[src/rtl/fpms_32.sv]
// ============================================================================
// Module   : fpms_32
// Purpose  : Sequential IEEE-754 single-precision multiplier (shift-add
//            mantissa loop, normalise, optional round-to-nearest-even when
//            FPMS_ROUND_EN is defined; truncation otherwise).
// Revision : 1.0 - initial release
// ============================================================================
`default_nettype none

module fpms_32 #(
  parameter int N    = 24,
  parameter int BIAS = 127
) (
  input  logic        clk,
  input  logic        rst_n,
  input  logic        start,
  input  logic [31:0] a,
  input  logic [31:0] b,
  output logic [31:0] product,
  output logic        busy,
  output logic        done,
  output logic        ovf,
  output logic        unf
);

  localparam int P_W = 2 * N;

  typedef enum logic [1:0] {
    S_IDLE = 2'd0,
    S_MUL  = 2'd1,
    S_NORM = 2'd2,
    S_DONE = 2'd3
  } state_t;

  state_t              r_state;
  logic [4:0]          r_cnt;
  logic [P_W-1:0]      r_acc;
  logic [N-1:0]        r_mcand;
  logic [N-1:0]        r_mplr;
  logic                r_sign;
  logic                r_zero;
  logic signed [9:0]   r_exp;
  logic [31:0]         r_res;
  logic                r_res_ovf;
  logic                r_res_unf;

  // Partial-product add into the upper accumulator half, carry kept for the shift.
  logic [N:0]          w_sum;
  assign w_sum = {1'b0, r_acc[P_W-1:N]} + (r_mplr[0] ? {1'b0, r_mcand} : '0);

  logic                w_hi;
  logic [N-2:0]        w_frac;
  logic [N-2:0]        w_frac_f;
  logic signed [9:0]   w_exp_n;
  logic signed [9:0]   w_exp_f;

  assign w_hi    = r_acc[P_W-1];
  assign w_frac  = w_hi ? r_acc[P_W-2:N] : r_acc[P_W-3:N-1];
  assign w_exp_n = r_exp + {9'd0, w_hi};

`ifdef FPMS_ROUND_EN
  logic                w_guard;
  logic                w_sticky;
  logic                w_inc;
  logic                w_carry;
  logic [N-2:0]        w_frac_r;

  assign w_guard  = w_hi ? r_acc[N-1] : r_acc[N-2];
  assign w_sticky = w_hi ? |r_acc[N-2:0] : |r_acc[N-3:0];
  assign w_inc    = w_guard & (w_sticky | w_frac[0]);
  assign {w_carry, w_frac_r} = {1'b0, w_frac} + {{(N-1){1'b0}}, w_inc};
  // All-ones significand rounding up becomes 1.0 at the next exponent.
  assign w_frac_f = w_carry ? '0 : w_frac_r;
  assign w_exp_f  = w_exp_n + {9'd0, w_carry};
`else
  assign w_frac_f = w_frac;
  assign w_exp_f  = w_exp_n;
`endif

  logic [31:0]         w_res;
  logic                w_ovf;
  logic                w_unf;

  always_comb begin
    w_res = {r_sign, 8'd0, {(N-1){1'b0}}};
    w_ovf = 1'b0;
    w_unf = 1'b0;
    if (r_zero) begin
      w_res = {r_sign, 31'd0};
    end else if (w_exp_f >= 10'sd255) begin
      w_res = {r_sign, 8'hFF, 23'd0};
      w_ovf = 1'b1;
    end else if (w_exp_f <= 10'sd0) begin
      w_res = {r_sign, 31'd0};
      w_unf = 1'b1;
    end else begin
      w_res = {r_sign, w_exp_f[7:0], w_frac_f};
    end
  end

  always_ff @(posedge clk or negedge rst_n) begin
    if (!rst_n) begin
      r_state   <= S_IDLE;
      r_cnt     <= 5'd0;
      r_acc     <= '0;
      r_mcand   <= '0;
      r_mplr    <= '0;
      r_sign    <= 1'b0;
      r_zero    <= 1'b0;
      r_exp     <= '0;
      r_res     <= '0;
      r_res_ovf <= 1'b0;
      r_res_unf <= 1'b0;
      product   <= '0;
      busy      <= 1'b0;
      done      <= 1'b0;
      ovf       <= 1'b0;
      unf       <= 1'b0;
    end else begin
      done <= 1'b0;
      case (r_state)
        S_IDLE: begin
          if (start) begin
            r_mcand <= {1'b1, a[22:0]};
            r_mplr  <= {1'b1, b[22:0]};
            r_acc   <= '0;
            r_cnt   <= 5'd0;
            r_sign  <= a[31] ^ b[31];
            r_zero  <= (a[30:23] == 8'd0) | (b[30:23] == 8'd0);
            r_exp   <= {2'b00, a[30:23]} + {2'b00, b[30:23]} - 10'(BIAS);
            busy    <= 1'b1;
            r_state <= S_MUL;
          end
        end
        S_MUL: begin
          r_acc  <= {w_sum, r_acc[N-1:1]};
          r_mplr <= r_mplr >> 1;
          r_cnt  <= r_cnt + 5'd1;
          if (r_cnt == 5'(N - 1)) begin
            r_state <= S_NORM;
          end
        end
        S_NORM: begin
          r_res     <= w_res;
          r_res_ovf <= w_ovf;
          r_res_unf <= w_unf;
          r_state   <= S_DONE;
        end
        S_DONE: begin
          product <= r_res;
          ovf     <= r_res_ovf;
          unf     <= r_res_unf;
          done    <= 1'b1;
          busy    <= 1'b0;
          r_state <= S_IDLE;
        end
        default: r_state <= S_IDLE;
      endcase
    end
  end

endmodule

`default_nettype wire

[config.mk]
export PLATFORM = sky130hd
export DESIGN_NAME = fpms_32
export DESIGN_NICKNAME = d
export VERILOG_FILES = /design/src/rtl/fpms_32.sv
export SDC_FILE = /design/constraint.sdc
export NUM_CORES = 1
export LEC_CHECK = 0
export ABC_AREA = 1
export BUFFER_PORTS_ARGS = -buffer_cell sky130_fd_sc_hd__buf_2
export CAP_MARGIN = 20
export CELL_PAD_IN_SITES_DETAIL_PLACEMENT = 1
export CELL_PAD_IN_SITES_GLOBAL_PLACEMENT = 1
export CORE_MARGIN = 5
export CORE_UTILIZATION = 44
export DETAILED_ROUTE_END_ITERATION = 6
export PLACE_DENSITY_LB_ADDON = 0.1
export SLEW_MARGIN = 20
export SYNTH_ARGS = -nofsm -noshare
export SYNTH_HDL_FRONTEND = slang
export SYNTH_SLANG_ARGS = --single-unit
[constraint.sdc]
create_clock -name clk -period 3.2 [get_ports clk]
set_clock_uncertainty 0.15 [all_clocks]
set_input_delay 0.48 -clock clk [delete_from_list [all_inputs] [get_ports clk]]
set_output_delay 0.48 -clock clk [all_outputs]
set_load 0.02 [all_outputs]
==> flow_summary.json <==
{
  "hold_class": "primary input to register",
  "startpoint_type": "register",
  "worstPathMaxFanout": 16,
  "powerDensity_nw_per_um2": 925,
  "antenna_found_initial": 0,
  "yosysWarnings": 0,
  "clk_pin_slew_ns": 0.07,
  "cp-end-kind": "register",
  "synth_fp_nets": 1367,
  "synth_top_family_by_area": "simple AND/OR/NAND/NOR gates",
  "n_antenna_cell": 0,
  "max_slew_margin_pct": 39.6,
  "synthAdderAreaFrac_pct": 6.53,
  "critPathArrivalTime_ns": 3.02,
  "syn_area_per_cell_sq_um": 7.53,
  "place_congestion": 0.935,
  "io_pins": 103,
  "synthXorXnorAreaFrac_pct": 0.372,
  "rsz0062_at_grt": "false",
  "synth_common_cells": "nand2_1, dfrtp_1, inv_1",
  "run_status": "finished clean",
  "required_ns": 3.37,
  "cp-startpoint": "r_mplr[0]",
  "ys_async_sr_fraction_pct": 100,
  "port-buffer-count": 102,
  "synth.distinct_cells": 45,
  "synth_seq_cells": 162,
  "synth-edff-count": 0,
  "total_power_mw": 9.95,
  "fp.dieArea_sq_um": 24500,
  "setup_ws_ns": 0.345,
  "drtPass1Iterations": 5,
  "min_from": "a[9]",
  "fin_nets": 1458,
  "start_util_pct": 44.7,
  "min_period_ns": 2.86,
  "synth-simple-area-share_pct": 31.4,
  "antenna_left": 0,
  "ctsResizeCount": 0,
  "grt_start_max_net_pins": 61,
  "hold_violations": 0,
  "numCtsBuffers": 17,
  "die_w_um": 156,
  "area_delta_synth_final_pct": 14.2,
  "tns_ns": 0,
  "synth.area.top_cells": "dfrtp_1, nand2_1, ha_1",
  "period_share_pct": 89.2,
  "seq_area_frac_synth_pct": 43.0,
  "regArea_sq_um": 4050,
  "ir_drop_mv": 0.420,
  "synthesis.area_sq_um": 9430,
  "worst_slew_pin_slew_ns": 0.897,
  "yosysMostFrequentCell": "nand2_1",
  "grt_pass1_vias": 8933,
  "synth_mux_area_share_pct": 0,
  "timing.rr.start": "r_mplr[0]",
  "synth_compound_area_share_pct": 10.4,
  "num_rows": 53,
  "post_drt_wl_per_cell_um": 16.7,
  "whs_ns": 0.0867,
  "vias": 8505,
  "p_leak_nw": 5.86,
  "via_per_inst": 5.21,
  "yosys.area.top_type": "dfrtp_1",
  "pre_cts_slack_ns": 0.361,
  "grt_overflow": 0,
  "grt_pass1_wl_um": 45500,
  "drc_errors": 0,
  "worstSetupPathType": "register to register",
  "maxCapViolations": 0,
  "cts_tree": "done",
  "max_freq_mhz": 350,
  "fp.coreArea_sq_um": 21100,
  "drt_iter0_drc": 368,
  "multi_input_area_sq_um": 4610,
  "n_fill_cell": 2721,
  "synth_top_area_share_pct": 43.0,
  "routed_wl_um": 27300,
  "dp_hpwl_um": 20100,
  "synth_cells": 1252,
  "setup-violations-final": 0,
  "drive_above_1_share_pct": 15.4,
  "cts_buffer_depth": 2,
  "clock-root-buffer": "clkbuf_16",
  "slew_viol_final": 0,
  "die_h_um": 156,
  "cts_sinks": 162,
  "insertion_delay_ns": 0.43,
  "htreeDepth": 4,
  "track_usage_pct": 23.1,
  "ys.flop_type": "dfrtp_1"
}
==> power by group <==
part	total (mW)	internal (mW)	switching, mW	leakage (nW)
Combinational	4.39	1.41	2.98	3.48
Sequential	3.50	2.89	0.615	2.10
Clock	2.07	1.15	0.913	0.281
Total	9.95	5.45	4.51	5.86
==> routing by layer <==
metal  vias to the layer above  track usage, %  share of wire, %
met4                         0            5.87               1.4
met3                        23            2.85               2.9
met5                         -               0                 0
met1                      4123            31.1                47
met2                       151            39.7                49
li1                       4208               -                 -
==> stage by stage <==
| stage | utilization [%] | area [sq um] | instances |
|---|---|---|---|
| finish | 51.1 | 10800 | 1631 |
| global route | 51.1 | 10800 | 1631 |
| CTS | 51.1 | 10800 | 1631 |
| detailed placement | 48.2 | 10200 | 1598 |
| global placement | 48.2 | 10200 | 1598 |
| floorplan | - | 9430 | 1252 |
==> flip-flops by register name, indices dropped and copies added (netlist names), 2 cells and up <==
register / count
r_res: 32
r_exp: 10
r_cnt: 5
r_mplr: 24
r_mcand: 24
r_acc: 25
r_state: 2
product: 32
==> placed cells by master, fill, tap and decap left out, drive strengths merged <==
master         n
o21ai         73
nor3          10
a21oi         55
nor2          86
and2           1
o211ai         5
a22o           1
a21o           2
o21bai         2
nand3b         3
fa             2
clkbuf        21
a21boi         1
bufinv         1
nor4           6
o22ai         14
clkinv         4
inv          139
or2            5
buf          118
clkinvlp       3
a22oi         12
dlygate4sd3    1
xnor2          2
xor2           2
a31oi         11
dfrtp        162
nand4         21
nand2        484
o21a           1
nand3         62
ha            46
==> cell type report <==
class / count / share of cell area [%]
clock buffers: 21 / 4.37
inverters: 136 / 4.76
multi-input cells: 907 / 42.8
clock inverters: 11 / 1.10
well taps: 275 / 3.20
repair buffers: 119 / 6.12
flip-flops and latches: 162 / 37.7
==> worst paths after layout <==
check	endpoint	slack, ns	cells past startpoint
min	r_mcand[9]	0.09	3
min in group asynchronous	product[27]	0.44	2
max reg2reg	r_acc[46]	0.34	12
min reg2reg	product[16]	0.32	2
max	r_acc[46]	0.34	12
max in group asynchronous	product[11]	1.60	3
==> kinds of logic after synthesis <==
logic type / Yosys count
AND/OR/NAND/NOR: 678
flip-flops: 162
XOR/XNOR: 4
buffers and inverters: 183
AO/OA/AOI/OAI: 177
adder cells (fa/ha/maj): 48
==> what timing repair did <==
item | 4_1_cts | 5_1_grt
setup buffers | 0 | 0
endpoints found under the setup margin | 0 | 0
hold buffers | 1 | 0
hold endpoints to repair | 57 | 0
==> critical path: stages (launching register included) <==
cell and delay (ns):
dfrtp_1 0.57, nand2_1 0.13, inv_1 0.05, ha_1 0.34
nand2_1 0.15, inv_1 0.11, nand2_1 0.08, o21ai_0 0.71
nand2_1 0.16, nand3_1 0.13, nand2_1 0.05, nand3_1 0.06
nand2_1 0.05
(Power assumes the default switching activity.)
